## config.mk

```make
export PLATFORM = sky130hd
export DESIGN_NAME = pc_sequencer
export DESIGN_NICKNAME = d
export VERILOG_FILES = /design/src/rtl/pc_sequencer_pkg.sv /design/src/rtl/pc_redirect_mux.sv /design/src/rtl/pc_sequencer.sv
export SDC_FILE = /design/constraint.sdc
export NUM_CORES = 1
export LEC_CHECK = 0
export ABC_AREA = 0
export BUFFER_PORTS_ARGS = -buffer_cell sky130_fd_sc_hd__buf_2
export CORE_AREA = 5 5 127 99
export CTS_CLUSTER_DIAMETER = 50
export CTS_CLUSTER_SIZE = 24
export DETAILED_ROUTE_END_ITERATION = 10
export DIE_AREA = 0 0 132 104
export PLACE_DENSITY = 0.81
export SLEW_MARGIN = 0
export SYNTH_ARGS = -nofsm -noshare
export SYNTH_HDL_FRONTEND = slang
export SYNTH_HIERARCHICAL = 1
export SYNTH_SLANG_ARGS = --single-unit
```

## constraint.sdc

```tcl
create_clock -name clk -period 2.3 [get_ports clk]
set_input_delay 0.345 -clock clk [delete_from_list [all_inputs] [get_ports clk]]
set_output_delay 0.345 -clock clk [all_outputs]
set_load 0.01 [all_outputs]
```

## src/rtl/pc_sequencer_pkg.sv

```systemverilog
// Shared types and constants for the fetch-stage PC sequencer.
package pc_sequencer_pkg;

    localparam logic [31:0] DEFAULT_RESET_PC   = 32'h0000_3000;
    localparam logic [31:0] DEFAULT_EXC_VECTOR = 32'h0000_4180;

    typedef enum logic [1:0] {
        BOOT  = 2'd0,
        FETCH = 2'd1,
        HOLD  = 2'd2
    } fetch_state_t;

    // Exceptions carry their own flag and rank above every encoded source.
    typedef enum logic [1:0] {
        SRC_NONE = 2'd0,
        SRC_JMP  = 2'd1,
        SRC_BR   = 2'd2,
        SRC_ERET = 2'd3
    } redirect_src_t;

    // Priority rank of a redirect: exception (4) above ERET/BR/JMP/NONE.
    function automatic logic [2:0] src_rank(input logic exc, input redirect_src_t src);
        return exc ? 3'd4 : {1'b0, src};
    endfunction

endpackage

```

## src/rtl/pc_redirect_mux.sv

```systemverilog
// Fixed-priority select of the next-PC redirect source.
module pc_redirect_mux
    import pc_sequencer_pkg::*;
#(
    parameter int unsigned       ADDR_W     = 32,
    parameter logic [ADDR_W-1:0] EXC_VECTOR = ADDR_W'(DEFAULT_EXC_VECTOR)
) (
    input  logic              stall_i,
    input  logic              br_taken,
    input  logic [ADDR_W-1:0] br_target,
    input  logic              jump,
    input  logic [ADDR_W-1:0] jump_target,
    input  logic              exc_req,
    input  logic              eret,
    input  logic [ADDR_W-1:0] epc,
    output logic              redirect_v,
    output logic              redirect_exc,
    output redirect_src_t     redirect_src,
    output logic [ADDR_W-1:0] redirect_pc
);

    logic [ADDR_W-1:0] sel_pc;

    // exc > eret > branch > jump; branch/jump masked while ID is stalled.
    always_comb begin
        redirect_v   = 1'b0;
        redirect_exc = 1'b0;
        redirect_src = SRC_NONE;
        sel_pc       = '0;
        if (exc_req) begin
            redirect_v   = 1'b1;
            redirect_exc = 1'b1;
            sel_pc       = EXC_VECTOR;
        end else if (eret) begin
            redirect_v   = 1'b1;
            redirect_src = SRC_ERET;
            sel_pc       = epc;
        end else if (!stall_i && br_taken) begin
            redirect_v   = 1'b1;
            redirect_src = SRC_BR;
            sel_pc       = br_target;
        end else if (!stall_i && jump) begin
            redirect_v   = 1'b1;
            redirect_src = SRC_JMP;
            sel_pc       = jump_target;
        end
    end

    // Targets are word aligned.
    assign redirect_pc = sel_pc & ~ADDR_W'(3);

endmodule

```

## src/rtl/pc_sequencer.sv

```systemverilog
// Fetch-stage controller: owns the PC, arbitrates redirects and runs the
// req/ready handshake to instruction memory.
module pc_sequencer
    import pc_sequencer_pkg::*;
#(
    parameter int unsigned       ADDR_W     = 32,
    parameter logic [ADDR_W-1:0] RESET_PC   = ADDR_W'(DEFAULT_RESET_PC),
    parameter logic [ADDR_W-1:0] EXC_VECTOR = ADDR_W'(DEFAULT_EXC_VECTOR)
) (
    input  logic              clk,
    input  logic              reset,
    input  logic              stall_i,
    input  logic              br_taken,
    input  logic [ADDR_W-1:0] br_target,
    input  logic              jump,
    input  logic [ADDR_W-1:0] jump_target,
    input  logic              exc_req,
    input  logic              eret,
    input  logic [ADDR_W-1:0] epc,
    output logic              imem_req,
    output logic [ADDR_W-1:0] imem_addr,
    input  logic              imem_ready,
    output logic              if_valid,
    output logic [ADDR_W-1:0] if_pc,
    output logic [ADDR_W-1:0] if_pc4
);

    fetch_state_t      state, state_nx;
    logic [ADDR_W-1:0] pc, pc_nx;
    logic              pend_v, pend_v_nx;
    logic [ADDR_W-1:0] pend_pc, pend_pc_nx;
    redirect_src_t     pend_src, pend_src_nx;
    logic              pend_exc, pend_exc_nx;

    logic              redir_v;
    logic              redir_exc;
    redirect_src_t     redir_src;
    logic [ADDR_W-1:0] redir_pc;
    logic              redir_wins;

    pc_redirect_mux #(
        .ADDR_W     (ADDR_W),
        .EXC_VECTOR (EXC_VECTOR)
    ) u_redirect_mux (
        .stall_i      (stall_i),
        .br_taken     (br_taken),
        .br_target    (br_target),
        .jump         (jump),
        .jump_target  (jump_target),
        .exc_req      (exc_req),
        .eret         (eret),
        .epc          (epc),
        .redirect_v   (redir_v),
        .redirect_exc (redir_exc),
        .redirect_src (redir_src),
        .redirect_pc  (redir_pc)
    );

    // A live redirect beats the stored one when its rank is at least as high.
    assign redir_wins = redir_v &&
                        (!pend_v || (src_rank(redir_exc, redir_src) >= src_rank(pend_exc, pend_src)));

    // State, PC and pending-redirect registers.
    always_ff @(posedge clk or negedge reset) begin
        if (!reset) begin
            state    <= BOOT;
            pc       <= RESET_PC;
            pend_v   <= 1'b0;
            pend_pc  <= '0;
            pend_src <= SRC_NONE;
            pend_exc <= 1'b0;
        end else begin
            state    <= state_nx;
            pc       <= pc_nx;
            pend_v   <= pend_v_nx;
            pend_pc  <= pend_pc_nx;
            pend_src <= pend_src_nx;
            pend_exc <= pend_exc_nx;
        end
    end

    // Next-state, next-PC and handshake outputs.
    always_comb begin
        state_nx    = state;
        pc_nx       = pc;
        pend_v_nx   = pend_v;
        pend_pc_nx  = pend_pc;
        pend_src_nx = pend_src;
        pend_exc_nx = pend_exc;
        imem_req    = 1'b0;
        if_valid    = 1'b0;
        case (state)
            BOOT: state_nx = FETCH;
            FETCH: begin
                imem_req = 1'b1;
                if (imem_ready) begin
                    // Request completes: any redirect squashes this word.
                    pend_v_nx   = 1'b0;
                    pend_src_nx = SRC_NONE;
                    pend_exc_nx = 1'b0;
                    if (redir_wins) begin
                        pc_nx = redir_pc;
                    end else if (pend_v) begin
                        pc_nx = pend_pc;
                    end else if (stall_i) begin
                        state_nx = HOLD;
                    end else begin
                        if_valid = 1'b1;
                        pc_nx    = pc + ADDR_W'(4);
                    end
                end else if (redir_wins) begin
                    // Keep the address stable until memory answers.
                    pend_v_nx   = 1'b1;
                    pend_pc_nx  = redir_pc;
                    pend_src_nx = redir_src;
                    pend_exc_nx = redir_exc;
                end
            end
            HOLD: begin
                if (redir_v && (redir_exc || redir_src == SRC_ERET)) begin
                    pc_nx    = redir_pc;
                    state_nx = FETCH;
                end else if (!stall_i) begin
                    state_nx = FETCH;
                end
            end
            default: state_nx = BOOT;
        endcase
    end

    assign imem_addr = pc;
    assign if_pc     = pc;
    assign if_pc4    = pc + ADDR_W'(4);

endmodule

```

==> insert_results.sql <==
INSERT INTO impl_metrics (metric_group, metric, value, unit) VALUES
('critical_path', 'type_of_the_setup_path_with_the_least_slack', 'reg -> out', ''),
('cells_and_area', 'flow.area_growth_from_synthesis', '43.31', '%'),
('grt', 'grt-ovfl-total', '0', ''),
('critical_path', 'timing.critical_path.to_type', 'output pin', ''),
('critical_path', 'critical_path.slowest_cell', 'sky130_fd_sc_hd__dfstp_2', ''),
('floorplanning', 'die_area', '13730', 'µm²'),
('timing', 'final_hold_viol_count', '0', ''),
('floorplanning', 'num_rows', '34', ''),
('placement', 'place_congestion', '0.9300', ''),
('grt', 'global_route.usage.total', '0.2771', ''),
('synthesis', 'ys_dominant_reg_cell', 'sky130_fd_sc_hd__dfrtp_1', ''),
('route', 'routed_wire_length_per_instance', '20.75', 'µm'),
('clock_network', 'cts_root_buf', 'sky130_fd_sc_hd__clkbuf_16', ''),
('placement', 'placement.io_buffers', '195', ''),
('critical_path', 'startpoint_type', 'register', ''),
('power', 'vdd_drop_max', '0.6015', 'mV'),
('clock_network', 'cts_hold_buffers', '0', ''),
('synthesis', 'yosysWarnings', '6', ''),
('clock_network', 'clk_pin_slew_worst_paths', '0.06', 'ns'),
('power', 'power_density', '1238', 'nW/µm²'),
('timing', 'worstMarginPinSlew', '0.7134', 'ns'),
('cells_and_area', 'layout.cells.non_filler', '975', ''),
('cells_and_area', 'nNetsFinal', '937', ''),
('critical_path', 'critPathBufInv', '2', ''),
('power', 'fin_total_pwr', '9885', 'µW'),
('clock_network', 'tritoncts', 'built', ''),
('route', 'drc', '0', ''),
('synthesis', 'synthesized_netlist_cell_count', '594', ''),
('synthesis', 'postSynthAreaPerCell', '9.378', 'µm²'),
('floorplanning', 'dieWidth', '132', 'µm'),
('timing', 'layout_min_cycle_time', '2.457', 'ns'),
('critical_path', 'r2r.worst_path.cells', '8', ''),
('timing', 'final.setup_skew', '0.006430', 'ns'),
('synthesis', 'ys_ff_latch', '70', ''),
('placement', 'detailed_place.area', '7029', 'µm²'),
('synthesis', 'synth_top_cell_by_area', 'sky130_fd_sc_hd__dfrtp_1', ''),
('cells_and_area', 'post_route_cells_drive_above_1_share', '0.5511', ''),
('synthesis', 'async_reset_ff_frac', '1.000', ''),
('run_status', 'status', 'finished with violations', ''),
('route', 'drt-vias-per-instance', '5.988', ''),
('grt', 'grt_max_degree', '71', ''),
('clock_network', 'ctsHtreeMaxLevel', '3', ''),
('synthesis', 'synthDistinctLibCells', '72', ''),
('clock_network', 'cts.sinks', '70', ''),
('timing', 'slew_headroom', '0.5207', ''),
('critical_path', 'largest_delay_share_family_worst_path', 'simple AND/OR/NAND/NOR gates', ''),
('cells_and_area', 'stdcell_area', '7983', 'µm²'),
('critical_path', 'crit_top_cell', 'sky130_fd_sc_hd__buf_6', ''),
('flow_run', 'timing.max_cap.violations', '0', ''),
('synthesis', 'synth_top_cell_area_share', '0.3055', ''),
('run_status', 'violations', 'setup timing', ''),
('floorplanning', 'floorplan.initialDensity', '0.4941', ''),
('floorplanning', 'chipHeight', '104', 'µm'),
('cells_and_area', 'diodes', '0', ''),
('route', 'via_count', '5838', ''),
('clock_network', 'clock_path_buffers', '2', ''),
('min_path', 'min_path_type', 'in -> async', ''),
('grt', 'via_count_of_the_first_global_routing_pass', '5743', ''),
('cells_and_area', 'layout.filler_cells', '818', ''),
('grt', 'first_pass_grt_wire_length', '30960', 'µm'),
('synthesis', 'yosysSeqAreaShare', '0.3149', ''),
('route', 'detail-route-antenna-nets', '0', ''),
('timing', 'setup_slack', '-0.1574', 'ns'),
('placement', 'dpl.cell_count', '929', ''),
('grt', 'grt_antenna_before_repair', '0', ''),
('critical_path', 'crit_fanout', '6', ''),
('route', 'postRouteWirelength', '20230', 'µm'),
('timing', 'total_of_endpoints_with_negative_setup_slack_in_the_final_report', '17', ''),
('clock_network', 'insertion_delay', '0.33', 'ns'),
('floorplanning', 'ioPinCount', '202', ''),
('critical_path', 'critical_path.cell_chain', 'nand4_4, nor4_4, buf_6, a41oi_2, or2_4, buf_6', '');
## sequential cells by signal, summed over array words and instances (netlist names)
| register | count |
|---|---|
| pend_v | 1 |
| if_pc | 32 |
| pend_exc | 1 |
| state | 2 |
| pend_pc | 32 |
| pend_src | 2 |
## worst reg2reg max path, delay by kind of cell, from the launching register on
| kind | cells | cell delay [ns] |
|---|---|---|
| adder cells (fa/ha/maj) | 1 | 0.29 |
| buffers and inverters | 2 | 0.28 |
| multiplexers | 1 | 0.34 |
| flip-flops | 1 | 0.39 |
| AND/OR/NAND/NOR | 3 | 0.51 |
| AO/OA/AOI/OAI | 1 | 0.32 |
## final cells by class
class | instances | share of cell area
timing repair buffer | 300 | 0.2398
tap | 144 | 0.02257
clock inverter | 5 | 0.01332
sequential | 70 | 0.2202
clock buffer | 11 | 0.03041
inverter | 20 | 0.009404
multi-input combinational | 425 | 0.4643
## power breakdown
| part | switching (µW) | internal (µW) |
|---|---|---|
| Combinational | 3020 | 2840 |
| Clock | 545 | 1090 |
| Sequential | 569 | 1810 |
## through the flow
step | utilization | worst slack, ns | hold WS, ns
CTS | 0.6808 | -0.1028 | 0.05298
finish | 0.7081 | -0.1574 | 0.03227
floorplan | - | -0.4262 | 0.04941
global placement | 0.6235 | -0.2939 | 0.3971
global route | 0.7081 | -0.2200 | 0.07656
detailed placement | 0.6235 | -0.3252 | 0.4017
## cells in the final DEF, fill, tap and decap left out, types with 10 or more instances in the layout
| master | instances |
|---|---|
| sky130_fd_sc_hd__buf_2 | 189 |
| sky130_fd_sc_hd__buf_4 | 90 |
| sky130_fd_sc_hd__dfrtp_1 | 65 |
| sky130_fd_sc_hd__nand2_1 | 33 |
| sky130_fd_sc_hd__nor2b_1 | 31 |
| sky130_fd_sc_hd__mux2_4 | 27 |
| sky130_fd_sc_hd__nor2_1 | 25 |
| sky130_fd_sc_hd__nand3_1 | 23 |
| sky130_fd_sc_hd__inv_1 | 20 |
| sky130_fd_sc_hd__a221oi_2 | 19 |
| sky130_fd_sc_hd__nor3_2 | 19 |
| sky130_fd_sc_hd__o211ai_1 | 18 |
| sky130_fd_sc_hd__a21oi_1 | 16 |
| sky130_fd_sc_hd__buf_6 | 14 |
| sky130_fd_sc_hd__nor3_1 | 13 |
| sky130_fd_sc_hd__mux2i_1 | 13 |
| sky130_fd_sc_hd__nand4_1 | 11 |
| sky130_fd_sc_hd__nand2b_1 | 11 |
| sky130_fd_sc_hd__xnor2_1 | 10 |
## routing by layer
metal / GRT usage / share of wire
met1: 0.3967 / 0.42
met2: 0.4293 / 0.47
met3: 0.04787 / 0.092
met4: 0.08076 / 0.016
met5: 0 / 0
## kinds of logic (layout without fill, tap and decap cells)
| logic type | count (synthesis) | count (layout) | share of synthesized area |
|---|---|---|---|
| buffers and inverters | 100 | 336 | 0.1017 |
| DFF | 70 | 70 | 0.3149 |
| muxes | 47 | 47 | 0.09209 |
| adders and majority gates | 7 | 7 | 0.01572 |
| AOI/OAI and AO/OA | 132 | 132 | 0.2051 |
| other | 1 | 2 | 0.0006732 |
| and+or+nand+nor | 214 | 214 | 0.2336 |
| xor gates and xnor gates | 23 | 23 | 0.03616 |
## timing repair
item | 4_1_cts | 5_1_grt
setup buffers | 15 | 14
cloned | 2 | 0
resized for setup | 40 | 38
pin swaps | 17 | 24
setup endpoints to repair | 17 | 79
## path summary, 6_finish.rpt
check                      slack [ns]        start          end
setup / recovery                -0.16    if_pc[12]   if_pc4[28]
hold / removal                   0.03        reset   pend_pc[1]
setup reg to reg                 0.05     pend_exc  pend_pc[19]
hold reg to reg                  0.50  pend_src[0]  pend_src[0]
max in group asynchronous        1.92        reset    if_pc[12]
min in group clk                 0.30   imem_ready       pend_v
No activity file was read; power rests on OpenSTA's default activity.
